[config.mk]
export PLATFORM = sky130hd
export DESIGN_NAME = pl_reg_mw_skid
export DESIGN_NICKNAME = d
export VERILOG_FILES = /design/src/rtl/pl_reg_mw_skid_pkg.sv /design/src/rtl/pl_entry.sv /design/src/rtl/pl_reg_mw_skid.sv
export SDC_FILE = /design/constraint.sdc
export NUM_CORES = 1
export LEC_CHECK = 0
export ABC_AREA = 1
export CORE_ASPECT_RATIO = 1.2
export CORE_MARGIN = 10
export CORE_UTILIZATION = 38
export CTS_BUF_LIST = sky130_fd_sc_hd__clkbuf_4 sky130_fd_sc_hd__clkbuf_8
export DETAILED_ROUTE_END_ITERATION = 7
export GPL_TIMING_DRIVEN = 0
export PLACE_DENSITY = 0.6
export SLEW_MARGIN = 40
export SYNTH_ARGS = -nofsm -noshare
export SYNTH_HDL_FRONTEND = slang
export SYNTH_SLANG_ARGS = --single-unit
[constraint.sdc]
create_clock -name clk -period 5.5 [get_ports clk]
set_input_delay 0.55 -clock clk [delete_from_list [all_inputs] [get_ports clk]]
set_output_delay 0.55 -clock clk [all_outputs]
set_load 0.02 [all_outputs]
[src/rtl/pl_reg_mw_skid_pkg.sv]
// Shared types for the M->W pipeline register: thread-count helper and the
// payload layout at the default configuration (also the entry's default type).
package pl_reg_mw_skid_pkg;

    localparam int MW_ADDRESS_WIDTH = 32;
    localparam int MW_DATA_WIDTH    = 32;
    localparam int MW_BITS_THREADS  = 3;

    function automatic int nthreads(input int bits_threads);
        return 1 << bits_threads;
    endfunction

    typedef struct packed {
        logic                        reg_write;
        logic [1:0]                  result_src;
        logic [MW_DATA_WIDTH-1:0]    alu_result;
        logic [MW_DATA_WIDTH-1:0]    read_data;
        logic [4:0]                  rd;
        logic [MW_ADDRESS_WIDTH-1:0] pc_plus4;
        logic [MW_BITS_THREADS-1:0]  tid;
    } mw_payload_t;

endpackage

[src/rtl/pl_entry.sv]
// One pipeline slot: a valid bit plus payload with clear > load > kill priority.
// Kill drops the valid bit only, so the payload keeps showing its last value.
module pl_entry
    import pl_reg_mw_skid_pkg::*;
#(
    parameter type T = mw_payload_t
) (
    input  logic clk,
    input  logic rst_n,
    input  logic clr_i,
    input  logic load_i,
    input  logic kill_i,
    input  T     data_i,
    output logic valid_o,
    output T     data_o
);

    logic valid_q, valid_d;
    T     data_q, data_d;

    always_comb begin
        valid_d = valid_q;
        data_d  = data_q;
        if (clr_i) begin
            valid_d = 1'b0;
            data_d  = '0;
        end else if (load_i) begin
            valid_d = 1'b1;
            data_d  = data_i;
        end else if (kill_i) begin
            valid_d = 1'b0;
        end
    end

    always_ff @(posedge clk or negedge rst_n) begin
        if (!rst_n) begin
            valid_q <= 1'b0;
            data_q  <= '0;
        end else begin
            valid_q <= valid_d;
            data_q  <= data_d;
        end
    end

    assign valid_o = valid_q;
    assign data_o  = data_q;

endmodule

[src/rtl/pl_reg_mw_skid.sv]
// M->W pipeline register with a skid entry: full throughput, ready_o purely
// registered, per-thread flush and a saturating count of flushed beats.
module pl_reg_mw_skid
    import pl_reg_mw_skid_pkg::*;
#(
    parameter int ADDRESS_WIDTH = 32,
    parameter int DATA_WIDTH    = 32,
    parameter int BITS_THREADS  = 3,
    localparam int NTHREADS     = nthreads(BITS_THREADS)
) (
    input  logic                     clk,
    input  logic                     rst_n,
    input  logic                     clr,
    input  logic                     flush_i,
    input  logic [NTHREADS-1:0]      flush_mask_i,
    input  logic                     valid_i,
    output logic                     ready_o,
    input  logic                     reg_write_i,
    input  logic [1:0]               result_src_i,
    input  logic [DATA_WIDTH-1:0]    alu_result_i,
    input  logic [DATA_WIDTH-1:0]    read_data_i,
    input  logic [4:0]               rd_i,
    input  logic [ADDRESS_WIDTH-1:0] pc_plus4_i,
    input  logic [BITS_THREADS-1:0]  tid_i,
    output logic                     valid_o,
    input  logic                     ready_i,
    output logic                     reg_write_o,
    output logic [1:0]               result_src_o,
    output logic [DATA_WIDTH-1:0]    alu_result_o,
    output logic [DATA_WIDTH-1:0]    read_data_o,
    output logic [4:0]               rd_o,
    output logic [ADDRESS_WIDTH-1:0] pc_plus4_o,
    output logic [BITS_THREADS-1:0]  tid_o,
    output logic [1:0]               occupancy_o,
    output logic [15:0]              kill_count_o
);

    typedef struct packed {
        logic                     reg_write;
        logic [1:0]               result_src;
        logic [DATA_WIDTH-1:0]    alu_result;
        logic [DATA_WIDTH-1:0]    read_data;
        logic [4:0]               rd;
        logic [ADDRESS_WIDTH-1:0] pc_plus4;
        logic [BITS_THREADS-1:0]  tid;
    } payload_t;

    payload_t in_pl, out_pl, skid_pl, out_d;
    logic     out_v, skid_v;
    logic     kill_out, kill_skid, kill_in;
    logic     accept, out_live, skid_live, in_live, out_free;
    logic     out_load, out_kill, skid_load, skid_kill;
    logic [1:0]  n_kill;
    logic [16:0] kill_sum;
    logic [15:0] kill_cnt_q, kill_cnt_d;

    assign in_pl = '{reg_write:  reg_write_i,
                     result_src: result_src_i,
                     alu_result: alu_result_i,
                     read_data:  read_data_i,
                     rd:         rd_i,
                     pc_plus4:   pc_plus4_i,
                     tid:        tid_i};

    assign ready_o = !skid_v;

    // Kills are resolved first; the move rules below only see survivors, so a
    // surviving SKID refills a killed OUT on the same edge.
    always_comb begin
        kill_out  = flush_i && flush_mask_i[out_pl.tid];
        kill_skid = flush_i && flush_mask_i[skid_pl.tid];
        kill_in   = flush_i && valid_i && flush_mask_i[tid_i];
        accept    = valid_i && ready_o;
        out_live  = out_v && !kill_out;
        skid_live = skid_v && !kill_skid;
        in_live   = accept && !kill_in;
        out_free  = !out_live || ready_i;
        out_load  = out_free && (skid_live || in_live);
        out_kill  = out_free && !out_load;
        out_d     = skid_live ? skid_pl : in_pl;
        skid_load = !out_free && in_live;
        skid_kill = !skid_load && (out_free || !skid_live);
    end

    pl_entry #(.T(payload_t)) u_out (
        .clk     (clk),
        .rst_n   (rst_n),
        .clr_i   (clr),
        .load_i  (out_load),
        .kill_i  (out_kill),
        .data_i  (out_d),
        .valid_o (out_v),
        .data_o  (out_pl)
    );

    pl_entry #(.T(payload_t)) u_skid (
        .clk     (clk),
        .rst_n   (rst_n),
        .clr_i   (clr),
        .load_i  (skid_load),
        .kill_i  (skid_kill),
        .data_i  (in_pl),
        .valid_o (skid_v),
        .data_o  (skid_pl)
    );

    // A clear wins over flush, so nothing it discards is counted.
    always_comb begin
        n_kill = 2'd0;
        if (!clr) begin
            n_kill = {1'b0, out_v && kill_out} + {1'b0, skid_v && kill_skid}
                   + {1'b0, kill_in};
        end
        kill_sum   = {1'b0, kill_cnt_q} + {15'd0, n_kill};
        kill_cnt_d = kill_sum[16] ? 16'hFFFF : kill_sum[15:0];
    end

    always_ff @(posedge clk or negedge rst_n) begin
        if (!rst_n) begin
            kill_cnt_q <= 16'd0;
        end else begin
            kill_cnt_q <= kill_cnt_d;
        end
    end

    assign valid_o      = out_v;
    assign reg_write_o  = out_pl.reg_write && out_v;
    assign result_src_o = out_pl.result_src;
    assign alu_result_o = out_pl.alu_result;
    assign read_data_o  = out_pl.read_data;
    assign rd_o         = out_pl.rd;
    assign pc_plus4_o   = out_pl.pc_plus4;
    assign tid_o        = out_pl.tid;
    assign occupancy_o  = {1'b0, out_v} + {1'b0, skid_v};
    assign kill_count_o = kill_cnt_q;

endmodule

==> parameters.txt <==
Parameter                              Value

Clocking
  Total clock buffers created by CTS    41
  Clock tree root buffer cell    sky130_fd_sc_hd__clkbuf_8
  Buffers inserted during post-CTS setup optimization    0
  Post-CTS Resized    0
  CTS sink cnt    232
  Clock transition at path regs    60 ps
  CTS max path bufs    3
  Clock Latency Late Sink    approximately 560 ps
  Number of levels in the clock H-tree    2
  Clock tree from TritonCTS    yes

Drt
  Via count normalized by instance count    4.701
  Iteration count of the initial detailed-routing pass    5
  Routed wirelength normalized by instance count    15.88 um
  First-iteration detailed-routing DRC count    671
  DR DRC count    0
  Sum of routed wire length over all layers    36090 um
  Total via count in the routed design    10690
  Remaining antenna violation count    0

Power and ir drop
  PD cells    271.5 mW/mm2
  Leakage power    8.468 nW
  Worst supply voltage drop on vdd    between 0.00015 and 0.0002 V

Critical path
  Required time reported for the critical path endpoint    5980 ps
  Endpoint class of the critical path    flop
  Maximum single-stage delay on the critical path    630 ps
  Peak fanout along the critical path    10
  Crit path max-delay cell type    sky130_fd_sc_hd__clkdlybuf4s50_1
  Sequence of cells on the critical path    clkdlybuf4s50_1, nand2_1, nand3_1, nand3_1, nand2_1, nand2_2, fa_1, nor2_1, ha_1, inv_1, fa_1, inv_1, nand4_1, nor2_1, nand2_1, nor2_1, nand2_1, inv_1, nand2_1, clkbuf_1, nand3_1
  Critical path's most frequent cell    sky130_fd_sc_hd__nand2_1
  Data arrival, critical path    ~4400 ps
  Crit Path Class    in2reg
  Startpoint class of the critical path    primary input

STA
  Transition time of the tightest slew-check pin    836.0 ps
  Worst slew slack as a fraction of its limit    44.26%
  Post-route worst setup slack    1574 ps
  Pins over their slew limit    0
  Setup Skew    29.16 ps
  Unrepaired setup endpoints after global routing    no
  Final Setup Violations    0
  Final-report hold violation count    0
  Peak Freq    between 0.2 and 0.3 GHz
  Minimum period implied by the final worst setup slack    3926 ps
  Share of the cycle needed by the critical path after routing    71.38%

Global routing
  Maximum number of pins on one net before global-route repair    63
  Number of global-route vias before repair    10810
  Wire length of the first global-routing pass    58600 um
  Number of antenna violations at the first check in global routing    3
  Tot GR Track Use    between 15 and 20%
  Remaining global-route overflow    0

Synthesis
  Largest cells by area after synthesis    sky130_fd_sc_hd__dfrtp_1, sky130_fd_sc_hd__nand2_1, sky130_fd_sc_hd__nand3_1
  Area of the mapped netlist    0.01176 mm2
  Post-synthesis register bit count    232
  Share of Yosys cell area claimed by the top area cell type    49.39%
  Gate Count Post-Synth    1558
  Distinct cell type count of the synthesized netlist    26
  Syn. warnings    0
  Syn_area_per_cell    7.545 um2
  Net count after synthesis    approximately 1700
  Area leader, netlist    sky130_fd_sc_hd__dfrtp_1
  Sequential area share after synthesis    49.39%

Finish
  Top library cells by usage in the layout, fill and taps aside    sky130_fd_sc_hd__nand2_1, sky130_fd_sc_hd__clkdlybuf4s50_1, sky130_fd_sc_hd__nand3_1, sky130_fd_sc_hd__dfrtp_1, sky130_fd_sc_hd__buf_4
  Most common library cell in the layout ignoring fill and taps    sky130_fd_sc_hd__nand2_1
  Area occupied by registers    0.005806 mm2
  Final design instance area without fill    0.01561 mm2
  Fillers    3023
  Area used by multi-input combinational logic    0.004563 mm2
  Relative area change from synthesis to final layout    32.82%
  Nets@finish    approximately 2000
  Share of post-route cells with drive strength above 1    roughly an eighth

Job
  Count of maximum capacitance violations    0

Die
  Chip width    roughly 180 um
  I/O pin cnt    248
  Std-Cell Rows    70
  Full die area    about 0.038 mm2
  Placeable core region    around 0.030 mm2
  Starting Density    38.57%
  Die span in y    212.7 um

Placement
  Final GP Congestion    around 0.84
  DP HPWL    26380 um
  Buffers on Ports    247
  Dpl ws    939.4 ps
  Placed instance area    0.01483 mm2

Min path
  Worst Hold Class    in2async

Outcome
  Run status    finished clean
==> cell usage after synthesis (all sizes together) <==
cell type / number
fa: 2
xor2: 5
nand3: 242
inv: 39
buf: 168
nand2: 792
nor2: 18
a31oi: 1
a21oi: 3
clkbuf: 30
nand3b: 1
ha: 3
dfrtp: 232
o211ai: 2
o21ai: 9
nand4: 8
or2: 3
==> kinds of logic after synthesis <==
family / synth area share [%]
AOI/OAI and AO/OA: 0.6918
xor gates and xnor gates: 0.3725
adders and majority gates: 0.6600
buffers and inverters: 11.79
DFF: 49.39
and+or+nand+nor: 37.09
==> layer usage <==
layer,wire (um),up-vias,share of wire [%],global-route usage (%)
met3,2353,60,6.5,5.114
met5,27,-,0.075,0
met4,738,4,2.0,5.153
li1,-,5359,-,-
met2,17400,275,48,30.86
met1,15570,4988,43,23.11
==> repair_timing <==
action / CTS / global route
setup endpoints to repair: 0 / 0
hold buffers: 1 / 0
hold endpoints to repair: 37 / 0
==> registers in the layout, indices dropped and copies added (netlist names) <==
name	flops
u_skid.valid_o	1
u_out.valid_o	1
u_skid.data_o	107
u_out.data_o	107
kill_count_o	16
==> critical path, delay by kind of cell <==
kind,cells,cell delay [ps]
adder cells (fa/ha/maj),3,1080
AND/OR/NAND/NOR,13,1610
buffers and inverters,5,1170
==> final timing paths <==
check	startpoint	to	slack, ps	cells after the start
worst max register to register	u_out.data_o[0]$_DFFE_PN0P_	kill_count_o[10]$_DFF_PN0_	1640	20
min in group clk	u_skid.data_o[73]$_DFFE_PN0P_	u_skid.data_o[73]$_DFFE_PN0P_	500	2
worst max-delay path	tid_i[0]	kill_count_o[10]$_DFF_PN0_	1570	21
max in group asynchronous	rst_n	u_out.data_o[24]$_DFFE_PN0P_	3850	5
worst min-delay path	rst_n	u_out.data_o[56]$_DFFE_PN0P_	460	2
worst min register to register	u_skid.data_o[73]$_DFFE_PN0P_	u_skid.data_o[73]$_DFFE_PN0P_	500	2
==> report_power, final <==
| part | leakage [nW] | switching, W | internal (W) |
|---|---|---|---|
| clock network | 0.410 | 0.000720 | 0.000847 |
| registers | 3.15 | 0.0000682 | 0.00180 |
| logic | 4.91 | 0.000420 | 0.000381 |
| total | 8.47 | 0.00121 | 0.00303 |
==> final cells by class <==
class / instances / area share (%)
Tap cell: 396 / 3.174
Clock buffer: 60 / 4.688
Timing Repair Buffer: 252 / 16.59
Multi-Input combinational cell: 1089 / 29.23
Clock inverter: 5 / 0.2244
Buffer: 198 / 7.942
Inverter: 39 / 0.9376
Antenna cell: 2 / 0.03206
Sequential cell: 232 / 37.19
==> stage by stage <==
stage / power (W) / std cells / utilization [%] / TNS, ps / hold WS [ps]
2_1_floorplan: 0.002300 / 1558 / - / 0 / 254.4
3_3_place_gp: 0.002701 / 2201 / 48.30 / -1539420 / 483.8
3_5_place_dp: 0.002712 / 2205 / 48.66 / 0 / 444.0
4_1_cts: 0.004300 / 2271 / 51.21 / 0 / 447.7
5_1_grt: 0.004457 / 2272 / 51.22 / 0 / 466.0
6_report: 0.004239 / 2273 / 51.22 / 0 / 462.7
(Power assumes the default switching activity.)
